==> src/rtl/serial_operand_feeder_if.sv <==
// Operand handshake and serial bit-pair bus between a producer and serial_operand_feeder.
interface serial_operand_feeder_if #(
  parameter int WIDTH = 4
);
  logic             in_valid;
  logic             in_ready;
  logic [WIDTH-1:0] a;
  logic [WIDTH-1:0] b;
  logic             out_en;
  logic             bit_a;
  logic             bit_b;
  logic             bit_valid;
  logic             first_bit;
  logic             last_bit;
  logic             busy;
  logic             done;

  modport master (
    output in_valid, a, b, out_en,
    input  in_ready, bit_a, bit_b, bit_valid, first_bit, last_bit, busy, done
  );

  modport slave (
    input  in_valid, a, b, out_en,
    output in_ready, bit_a, bit_b, bit_valid, first_bit, last_bit, busy, done
  );
endinterface

==> src/rtl/serial_operand_feeder.sv <==
// Parallel-to-serial feeder: streams two operands LSB-first as framed bit pairs,
// optionally followed by a zero beat that flushes the downstream carry.
module serial_operand_feeder #(
  parameter int WIDTH    = 4,
  parameter int FLUSH_EN = 1
) (
  input logic                   clk,
  input logic                   rst,
  serial_operand_feeder_if.slave bus
);
  localparam int CW = (WIDTH > 1) ? $clog2(WIDTH) : 1;
  localparam logic [CW-1:0] CNT_LAST = CW'(WIDTH - 1);

  typedef enum logic [1:0] {IDLE, SHIFT, FLUSH} state_t;

  state_t           state, state_nxt;
  logic [WIDTH-1:0] sh_a, sh_b;
  logic [CW-1:0]    cnt;
  logic             done_r;
  logic             load;
  logic             advance;
  logic             xfer_last;

  always_ff @(posedge clk) begin
    if (rst) state <= IDLE;
    else     state <= state_nxt;
  end

  always_comb begin
    state_nxt = state;
    load      = 1'b0;
    advance   = 1'b0;
    xfer_last = 1'b0;
    case (state)
      IDLE: begin
        load = bus.in_valid;
        if (load) state_nxt = SHIFT;
      end
      SHIFT: begin
        advance = bus.out_en;
        if (bus.out_en && cnt == CNT_LAST) begin
          if (FLUSH_EN != 0) begin
            state_nxt = FLUSH;
          end else begin
            state_nxt = IDLE;
            xfer_last = 1'b1;
          end
        end
      end
      FLUSH: begin
        if (bus.out_en) begin
          state_nxt = IDLE;
          xfer_last = 1'b1;
        end
      end
      default: state_nxt = IDLE;
    endcase
  end

  // Counter returns to zero on the last shift so it never leaves 0..WIDTH-1.
  always_ff @(posedge clk) begin
    if (rst) begin
      sh_a   <= '0;
      sh_b   <= '0;
      cnt    <= '0;
      done_r <= 1'b0;
    end else begin
      done_r <= xfer_last;
      if (load) begin
        sh_a <= bus.a;
        sh_b <= bus.b;
        cnt  <= '0;
      end else if (advance) begin
        sh_a <= {1'b0, sh_a[WIDTH-1:1]};
        sh_b <= {1'b0, sh_b[WIDTH-1:1]};
        cnt  <= (cnt == CNT_LAST) ? '0 : cnt + CW'(1);
      end
    end
  end

  always_comb begin
    bus.in_ready  = 1'b0;
    bus.bit_valid = 1'b0;
    bus.bit_a     = 1'b0;
    bus.bit_b     = 1'b0;
    bus.first_bit = 1'b0;
    bus.last_bit  = 1'b0;
    bus.busy      = 1'b0;
    bus.done      = done_r;
    if (!rst) begin
      case (state)
        IDLE: bus.in_ready = 1'b1;
        SHIFT: begin
          bus.bit_valid = 1'b1;
          bus.busy      = 1'b1;
          bus.bit_a     = sh_a[0];
          bus.bit_b     = sh_b[0];
          bus.first_bit = (cnt == '0);
          bus.last_bit  = (FLUSH_EN == 0) && (cnt == CNT_LAST);
        end
        FLUSH: begin
          bus.bit_valid = 1'b1;
          bus.busy      = 1'b1;
          bus.last_bit  = 1'b1;
        end
        default: ;
      endcase
    end
  end
endmodule
==> src/flat_wrapper.sv <==
// flat-port wrapper written by rule: the top's interface ports become plain ports
module serial_operand_feeder_flat 
#(
  parameter int WIDTH    = 4,
  parameter int FLUSH_EN = 1
)
  (clk, rst, bus_in_valid, bus_a, bus_b, bus_out_en, bus_in_ready, bus_bit_a, bus_bit_b, bus_bit_valid, bus_first_bit, bus_last_bit, bus_busy, bus_done);
  serial_operand_feeder_if #(.WIDTH(WIDTH)) bus_i ();
  input logic clk;
  input logic rst;
  input wire logic [$bits(bus_i.in_valid)-1:0] bus_in_valid;
  input wire logic [$bits(bus_i.a)-1:0] bus_a;
  input wire logic [$bits(bus_i.b)-1:0] bus_b;
  input wire logic [$bits(bus_i.out_en)-1:0] bus_out_en;
  output wire logic [$bits(bus_i.in_ready)-1:0] bus_in_ready;
  output wire logic [$bits(bus_i.bit_a)-1:0] bus_bit_a;
  output wire logic [$bits(bus_i.bit_b)-1:0] bus_bit_b;
  output wire logic [$bits(bus_i.bit_valid)-1:0] bus_bit_valid;
  output wire logic [$bits(bus_i.first_bit)-1:0] bus_first_bit;
  output wire logic [$bits(bus_i.last_bit)-1:0] bus_last_bit;
  output wire logic [$bits(bus_i.busy)-1:0] bus_busy;
  output wire logic [$bits(bus_i.done)-1:0] bus_done;
  assign bus_i.in_valid = bus_in_valid;
  assign bus_i.a = bus_a;
  assign bus_i.b = bus_b;
  assign bus_i.out_en = bus_out_en;
  assign bus_in_ready = bus_i.in_ready;
  assign bus_bit_a = bus_i.bit_a;
  assign bus_bit_b = bus_i.bit_b;
  assign bus_bit_valid = bus_i.bit_valid;
  assign bus_first_bit = bus_i.first_bit;
  assign bus_last_bit = bus_i.last_bit;
  assign bus_busy = bus_i.busy;
  assign bus_done = bus_i.done;
  serial_operand_feeder #(.WIDTH(WIDTH), .FLUSH_EN(FLUSH_EN)) u_core (.clk(clk), .rst(rst), .bus(bus_i));
endmodule
==> config.mk <==
export PLATFORM = sky130hd
export DESIGN_NAME = serial_operand_feeder_flat
export DESIGN_NICKNAME = d
export VERILOG_FILES = /design/src/rtl/serial_operand_feeder_if.sv /design/src/rtl/serial_operand_feeder.sv /design/src/flat_wrapper.sv
export SDC_FILE = /design/constraint.sdc
export NUM_CORES = 1
export LEC_CHECK = 0
export ABC_AREA = 1
export CAP_MARGIN = 30
export CORE_MARGIN = 3
export CORE_UTILIZATION = 49
export CTS_BUF_LIST = sky130_fd_sc_hd__clkbuf_4
export DETAILED_ROUTE_END_ITERATION = 16
export PLACE_DENSITY = 0.81
export SLEW_MARGIN = 20
export SYNTH_ARGS = -nofsm -noshare
export SYNTH_HDL_FRONTEND = slang
export SYNTH_SLANG_ARGS = --single-unit
==> constraint.sdc <==
create_clock -name clk -period 1.5 [get_ports clk]
set_input_delay 0.225 -clock clk [delete_from_list [all_inputs] [get_ports clk]]
set_output_delay 0.225 -clock clk [all_outputs]
set_load 0.1 [all_outputs]
==> key figures, run 1 <==
Status
  • Outcome: complete, but fails checks
  • Violated checks: setup timing

Global routing
  • Global-route wire length before repair: 3.408 mm
  • Vias in the first global route: 791
  • Initial antenna violation count: 0
  • Total gr overflow: 0
  • GRT Resource Usage Total: 23.72%
  • Largest net degree at the start of global routing: 13

Worst setup path
  • Data arrival, critical path: 1.34 ns
  • Crit path max fanout: 4
  • CP startpoint kind: register
  • Crit path kind: reg2out
  • RR Startpoint: u_core.state[0]$_SDFFE_PP0P_
  • Critical path endpoint category: output pin
  • R2R Setup Slk: 0.10 ns
  • Reg-to-Reg End: u_core.sh_b[2]$_SDFFE_PP0P_
  • WP data required: 1.27 ns
  • Reg2Reg Depth: 8

Place
  • I/O Buffers: 19
  • Gpl congestion: 0.7767
  • Inst Count DP: 148
  • Post-DP HPWL: 1.560 mm

Floorplanning
  • Die ar.: 2070 um2
  • Total core area: 1383 um2
  • Floorplan row count: 13
  • Die X: 45.50 um
  • IO Count: 20
  • Chip Height: 45.50 um
  • Initial Utilization: 55.29%

Layout
  • Area Overhead vs Synth: 60.39%
  • Antenna diodes: 0
  • Net count, final: 160
  • Filler-free cell count of the finished design: 155
  • Layout cells sized above 1: 32.86%
  • Commonest non-fill, non-tap cell in the layout: nand2_1
  • Most frequent cells in the layout: 27 x nand2_1, 17 x inv_1, 11 x dfxtp_1, 10 x clkdlybuf4s50_1, 8 x buf_12
  • Layout fillers: 66

Clock tree
  • H-tree depth: 1
  • Clk sinks: 13
  • Num CTS Buffers: 3
  • Clock Path Buffers: 2
  • Clock transition at path regs: 0.09 ns
  • Clock latency on the worst-skew pair: 0.29 ns
  • CTS tree: built
  • Cts hold-fix bufs: 0
  • Clk root buf: clkbuf_4

Worst hold path
  • WHS Endpoint: u_core.sh_a[1]$_SDFFE_PP0P_
  • Min-delay src: rst
  • Hold Crit Class: in2reg
  • Worst Hold Depth: 3

Detailed routing
  • DR vias: 864
  • DRC Markers: 0
  • Post-DR vias/cell: 5.574
  • DRT iter0 DRCs: 30
  • Number of nets still failing antenna checks after routing: 0
  • Avg WL per Cell: 15.28 um
  • Drt pass-1 iters: 8
  • Detailed Route WL: 2.369 mm

Synthesis
  • Warnings, synthesis: 0
  • Yosys reg bits: 13
  • Netlist Area Pre-Place: 764.5 um2
  • Count of cell types in the netlist: 19
  • Syn nets: 132
  • Synth Area per Inst: 6.765 um2
  • Post-Synthesis Cells: 113
  • Seq/Total Area, Yosys: 34.04%

STA
  • Tmin final: 1.566 ns
  • Max_slew headroom: 79.93%
  • Worst Max-Slew Pin Slew: 0.2987 ns
  • Tcrit/Tclk final: 104.4%
  • Fin. max-slew vios: 0
  • Hold Fails Final Rpt: 0
  • Post-Route Skew: 0.004124 ns
  • Final worst setup slack: -0.06592 ns
  • RSZ-0062 raised after global routing: true
  • Max frequency: 0.6386 GHz
  • Final setup fails: 3

Power
  • LEAKAGE: 0.5650 nW
  • Max rail drop VDD: 1644 uV
  • PD cells: 2171 nW/um2
  • Tot Pwr: 2.662 mW

Job
  • Max_cap viols: 0
-- synth_stat cells (all sizes together) --
cell type   n  area share, %
buf         3            3.1
dfxtp      13             34
nand3       4            2.6
ha          7             11
nor3        2            1.3
a211oi      1            1.6
a21oi       7            4.6
nand4       2            1.6
o22ai       2            1.6
inv        26             13
nor2       10            4.9
nand2      32             18
o21ai       4            2.6
-- stage by stage --
stage                     util (%)  hold WS, ns  setup slack [ns]  area [um2]  TNS (ns)
after floorplan                  -       0.3580           -0.2393       812.0   -0.7110
after global placement       79.19       0.4468           0.08351        1095         0
after detailed placement     79.19       0.4542           0.03940        1095         0
after CTS                    85.88       0.4665          -0.05605        1187   -0.1257
after global routing         88.69       0.3711           -0.1082        1226   -0.4314
final                        88.69       0.3515          -0.06592        1226   -0.1605
-- worst max-delay path, stage by stage, from the launching register on --
cell	delay [ns]
dfxtp_4	0.38
inv_6	0.05
ha_4	0.26
inv_2	0.04
nor2_4	0.13
buf_12	0.19
-- layer usage --
| layer | GRT usage (%) | vias up | share of wire, % | wire length (um) |
|---|---|---|---|---|
| met1 | 23.74 | 383 | 32 | 766 |
| met4 | 16.37 | 0 | 5.5 | 131 |
| met5 | 0 | - | 0 | 0 |
| met2 | 40.39 | 65 | 51 | 1214 |
| li1 | - | 399 | - | - |
| met3 | 8.300 | 17 | 11 | 257 |
-- power by group --
part	total, mW	switching (mW)	internal [mW]
registers	0.531	0.0727	0.458
logic	1.88	1.20	0.677
clock network	0.253	0.131	0.122
-- final cells by class --
| type | instances | area (um2) | share of cell area [%] |
|---|---|---|---|
| clock buffer | 4 | 30.03 | 2.449 |
| timing repair buffer | 26 | 329.1 | 26.84 |
| multi-input combinational | 71 | 475.5 | 38.78 |
| tap | 15 | 18.77 | 1.531 |
| inverter | 26 | 107.6 | 8.775 |
| sequential | 13 | 265.3 | 21.63 |
-- worst max-delay path by stage --
stage	from	end	slack (ns)	depth (start not counted)
4_1_cts	u_core.state[1]$_SDFFE_PP0P_	bus_busy	-0.06	5
3_5_place_dp	rst	bus_first_bit	0.04	4
3_3_place_gp	rst	bus_in_ready	0.08	4
6_report	u_core.state[0]$_SDFFE_PP0P_	bus_busy	-0.07	5
5_1_grt	u_core.state[1]$_SDFFE_PP0P_	bus_busy	-0.11	5
2_1_floorplan	u_core.state[1]$_SDFFE_PP0P_	bus_bit_a	-0.24	4
-- cell families (layout without fill, tap and decap cells) --
family | after synthesis | in the layout | share of synthesized area (%)
AO/OA/AOI/OAI | 14 | 14 | 10.47
adder cells (fa/ha/maj) | 7 | 7 | 11.46
buffers and inverters | 29 | 56 | 15.88
flip-flops | 13 | 13 | 34.04
AND/OR/NAND/NOR | 50 | 50 | 28.15
-- timing repair --
action	in CTS	in global routing
resized for setup	14	11
buffers inserted	3	0
setup endpoints to repair	6	8
pin swaps	5	3
gates cloned	0	0
-- flip-flops by register name (all words and copies together) (netlist names) --
signal / flops
u_core.sh_a: 4
u_core.state: 2
u_core.bus.done: 1
u_core.sh_b: 4
u_core.cnt: 2
Power figures use the tool's default switching activity.
==> run 2, diff against run 1 <==
--- a/config.mk
+++ b/config.mk
@@ -11,7 +11,7 @@
 export CORE_UTILIZATION = 49
 export CTS_BUF_LIST = sky130_fd_sc_hd__clkbuf_4
 export DETAILED_ROUTE_END_ITERATION = 16
-export PLACE_DENSITY = 0.81
+export PLACE_DENSITY = 0.8
 export SLEW_MARGIN = 20
 export SYNTH_ARGS = -nofsm -noshare
 export SYNTH_HDL_FRONTEND = slang
==> run 2 against run 1 <==
Effect of this change:
- global-route usage rose by 0.10 points
- total power fell by 0.41%
- the run still ends with setup timing left
- worst hold slack improved by 0.11 ns
- register-to-register slack got worse by 0.06 ns
- clock power rose by 5%
- sequential share of layout area rose by 0.36 points
- highest routed layer unchanged
- die area did not move
- utilization fell by 1.4 points
==> key figures, run 2 (synthesis results as in run 1) <==
STA
  • Post-Route Skew: 0.004135 ns
  • Hold Fails Final Rpt: 0
  • Tcrit/Tclk final: 106.4%
  • Worst Max-Slew Pin Slew: 0.2734 ns
  • RSZ-0062 raised after global routing: true
  • Fin. max-slew vios: 0
  • Final worst setup slack: -0.09607 ns
  • Tmin final: 1.596 ns
  • Max_slew headroom: 81.63%
  • Max frequency: 0.6265 GHz
  • Final setup fails: 6

Worst hold path
  • Worst Hold Depth: 2
  • Hold Crit Class: reg2reg
  • WHS Endpoint: u_core.sh_a[3]$_SDFFE_PP0P_
  • Min-delay src: u_core.sh_a[3]$_SDFFE_PP0P_

Layout
  • Most frequent cells in the layout: 27 x nand2_1, 19 x inv_1, 11 x clkdlybuf4s50_1, 11 x dfxtp_1, 8 x buf_12
  • Area Overhead vs Synth: 57.77%
  • Net count, final: 160
  • Regs by FF count: u_core.sh_a (4), u_core.sh_b (4)
  • Commonest non-fill, non-tap cell in the layout: nand2_1
  • Layout cells sized above 1: 30.00%
  • Antenna diodes: 0
  • Design Area, Final: 1206 um2

Worst setup path
  • CP startpoint kind: register
  • WP data required: 1.27 ns
  • Data arrival, critical path: 1.37 ns
  • Critical path endpoint category: output pin
  • Crit path max fanout: 5
  • R2R Setup Slk: 0.04 ns
  • Reg-to-Reg End: u_core.sh_b[2]$_SDFFE_PP0P_
  • Setup crit start: u_core.state[1]$_SDFFE_PP0P_
  • Reg2Reg Depth: 8
  • Crit path kind: reg2out
  • RR Startpoint: u_core.state[0]$_SDFFE_PP0P_

Global routing
  • GRT Resource Usage Total: 23.82%
  • Largest net degree at the start of global routing: 13
  • Total gr overflow: 0
  • Vias in the first global route: 766
  • Global-route wire length before repair: 3.470 mm
  • Initial antenna violation count: 0

Floorplanning
  • Initial Utilization: 55.29%
  • Die X: 45.50 um
  • Chip Height: 45.50 um
  • IO Count: 20
  • Die ar.: 2070 um2
  • Floorplan row count: 13
  • Total core area: 1383 um2

Place
  • Post-DP HPWL: 1.414 mm
  • Area after DPL: 1095 um2
  • I/O Buffers: 19
  • Gpl congestion: 0.8062

Detailed routing
  • Drt pass-1 iters: 4
  • Number of nets still failing antenna checks after routing: 0
  • DR vias: 854
  • DRT iter0 DRCs: 20
  • DRC Markers: 0
  • Post-DR vias/cell: 5.510
  • Detailed Route WL: 2.733 mm
  • Avg WL per Cell: 17.63 um

Clock tree
  • Num CTS Buffers: 3
  • Clock latency on the worst-skew pair: 0.30 ns
  • Clk sinks: 13
  • Clk root buf: clkbuf_4
  • Clock Path Buffers: 2
  • CTS tree: built
  • Cts hold-fix bufs: 0
  • H-tree depth: 1
  • Clock transition at path regs: 0.09 ns

Power
  • LEAKAGE: 0.5571 nW
  • Max rail drop VDD: 1755 uV
  • Tot Pwr: 2.651 mW
  • PD cells: 2198 nW/um2

Status
  • Violated checks: setup timing
  • Outcome: complete, but fails checks

Job
  • Max_cap viols: 0
## run 2: worst max-delay path by stage
stage	to	slack (ns)	depth (start not counted)
3_3_place_gp	bus_in_ready	0.06	4
2_1_floorplan	bus_bit_a	-0.24	4
4_1_cts	bus_busy	-0.06	5
3_5_place_dp	bus_last_bit	0.05	4
5_1_grt	bus_busy	-0.14	5
6_report	bus_busy	-0.1	5
## run 2: area by class of cell
type                    instances  area (um2)
repair buffers                 26       326.6
multi-input cells              71       460.4
well taps                      15       18.77
inverters                      26       105.1
fillers                        75       176.4
clock buffers                   4       30.03
flip-flops and latches         13       265.3
## run 2: timing repair
action                                  4_1_cts  5_1_grt
pin swaps                                     4        1
cloned                                        0        0
hold endpoints to repair                      0        0
buffers inserted                              2        1
endpoints found under the setup margin        6        6
resized for setup                            14        4
## run 2: report_power, final
group	internal, mW	switching, mW
Clock	0.122	0.143
Sequential	0.458	0.0742
Combinational	0.650	1.20
Total	1.23	1.42
## run 2: critical path, cell delays in order, from the launching register on
cell	delay (ns)
dfxtp_2	0.36
inv_4	0.06
ha_4	0.26
inv_2	0.04
nor2_4	0.15
buf_12	0.20
## run 2: layer usage
| metal | global-route usage, % | wire length (um) |
|---|---|---|
| met4 | 12.87 | 91 |
| met2 | 42.34 | 1414 |
| met3 | 3.162 | 201 |
| met1 | 26.92 | 1026 |
| met5 | 0 | 0 |
## run 2: metrics by stage
step	std cells	hold WS, ns	TNS [ns]	setup slack [ns]	util, %
global placement	148	0.4454	0	0.06389	79.19
global route	155	0.4873	-0.4882	-0.1357	87.24
floorplan	113	0.3580	-0.7110	-0.2393	-
detailed placement	148	0.4491	0	0.04906	79.19
CTS	154	0.4611	-0.1180	-0.05708	85.88
finish	155	0.4597	-0.3068	-0.09607	87.24
==> run 3, diff against run 2 <==
--- a/config.mk
+++ b/config.mk
@@ -6,7 +6,7 @@
 export NUM_CORES = 1
 export LEC_CHECK = 0
 export ABC_AREA = 1
-export CAP_MARGIN = 30
+export CAP_MARGIN = 15
 export CORE_MARGIN = 3
 export CORE_UTILIZATION = 49
 export CTS_BUF_LIST = sky130_fd_sc_hd__clkbuf_4
==> results of run 3 <==
Same layout as run 2: the final DEF is identical, and so are final timing and power.
==> edit: new RTL, settings of run 1 <==
`WIDTH` is set to 4 in 3 places; all go to 8.
--- a/src/rtl/serial_operand_feeder_if.sv
+++ b/src/rtl/serial_operand_feeder_if.sv
@@ -1,5 +1,5 @@
 // Operand handshake and serial bit-pair bus between a producer and serial_operand_feeder.
 interface serial_operand_feeder_if #(
-  parameter int WIDTH = 4
+  parameter int WIDTH = 8
 );
   logic             in_valid;
--- a/src/rtl/serial_operand_feeder.sv
+++ b/src/rtl/serial_operand_feeder.sv
@@ -2,5 +2,5 @@
 // optionally followed by a zero beat that flushes the downstream carry.
 module serial_operand_feeder #(
-  parameter int WIDTH    = 4,
+  parameter int WIDTH    = 8,
   parameter int FLUSH_EN = 1
 ) (
--- a/src/flat_wrapper.sv
+++ b/src/flat_wrapper.sv
@@ -2,5 +2,5 @@
 module serial_operand_feeder_flat 
 #(
-  parameter int WIDTH    = 4,
+  parameter int WIDTH    = 8,
   parameter int FLUSH_EN = 1
 )
Interface: changed (resized bus_a and bus_b); port bits go from 20 to 28. The function was not compared with the original's and may differ.
==> edit against run 1 <==
Die area up 59%. Critical path type unchanged. Sequential cell count up 9. The run still ends with negative setup slack left. Via count grew 42%. Area after synthesis is 69% higher. Total power grew 32%. Highest routed layer unchanged. Synthesized cell count increased by 61%. Setup slack worse by 49 ps. Design area is 53% higher. Routed wire length rose by 36%. Critical endpoint is now bus_in_ready.
==> edit: results <==
[logic_synthesis]
yosys-top-cells-area = "sky130_fd_sc_hd__dfxtp_1 34%, sky130_fd_sc_hd__nand2_1 15%, sky130_fd_sc_hd__inv_1 8.7%"
post_synthesis_cell_type_count = 23
synth_compound_area_share_pct = 15.63
post_synthesis_sequential_area_ratio_pct = 34.17
number_of_nets_in_the_synthesized_netlist = 210

[place]
detailed_place.area_sq_um = 1775
detailedPlacementHpwl_um = 2454

[power_and_ir_drop]
max-vdd-ir-drop_mv = 1.881
power_combinational_mw = 2.35
seq_cell_power_uw = 866

[layout]
signal_buffers_share_of_area_pct = 26.02
num-nonclk-buffers = 41

[timing]
finalClockSkew_ps = 8.500
finalSetupViolations = 7
layout_setup_ws_ps = -115.2
post_route_setup_tns_ps = -612.8
slew_headroom_pct = 86.12

[outcome]
violations_in_the_final_reports = "negative setup slack"
result_of_the_run = "finished with violations"

[clocking]
clock_insertion_delay_worst_skew_ps = 320
clock_sink_count = 22

[route]
dr_total_vias = 1230

[grt]
grt_first_pass_wirelength_um = 5340
globalRouteTotalUtil_pct = 20.38

[worst_setup_path]
rrSetupSlack_ps = 70
==> edit: cell count changes after synthesis, sizes merged <==
cell	delta
o22ai	-2
o21ai	+9
buf	+3
clkbuf	+2
or2	+9
ha	+1
nor3b	+1
nand2	+21
a21oi	+9
dfxtp	+9
inv	+5
nand3	+2
==> edit: worst paths after layout <==
| check | endpoint | startpoint | cells past startpoint |
|---|---|---|---|
| max | bus_in_ready | u_core.state[0] | 6 |
| min reg2reg | u_core.sh_b[5] | u_core.sh_b[5] | 2 |
| min | u_core.sh_b[7] | bus_b[7] | 3 |
| max reg2reg | u_core.sh_a[4] | u_core.state[0] | 8 |
==> edit: tightest hold or removal path: cells and delay by family <==
| family | cells | cell delay [ps] |
|---|---|---|
| compound gates | 1 | 50 |
| buf+inv | 1 | 400 |
| simple gates | 1 | 60 |
==> edit: layer usage <==
layer,part of all wire (%),vias to the layer above,global-route usage [%]
li1,-,630,-
met4,0.59,0,4.305
met2,54,32,38.34
met5,0,-,0
met3,5.0,2,5.204
met1,40,566,22.91
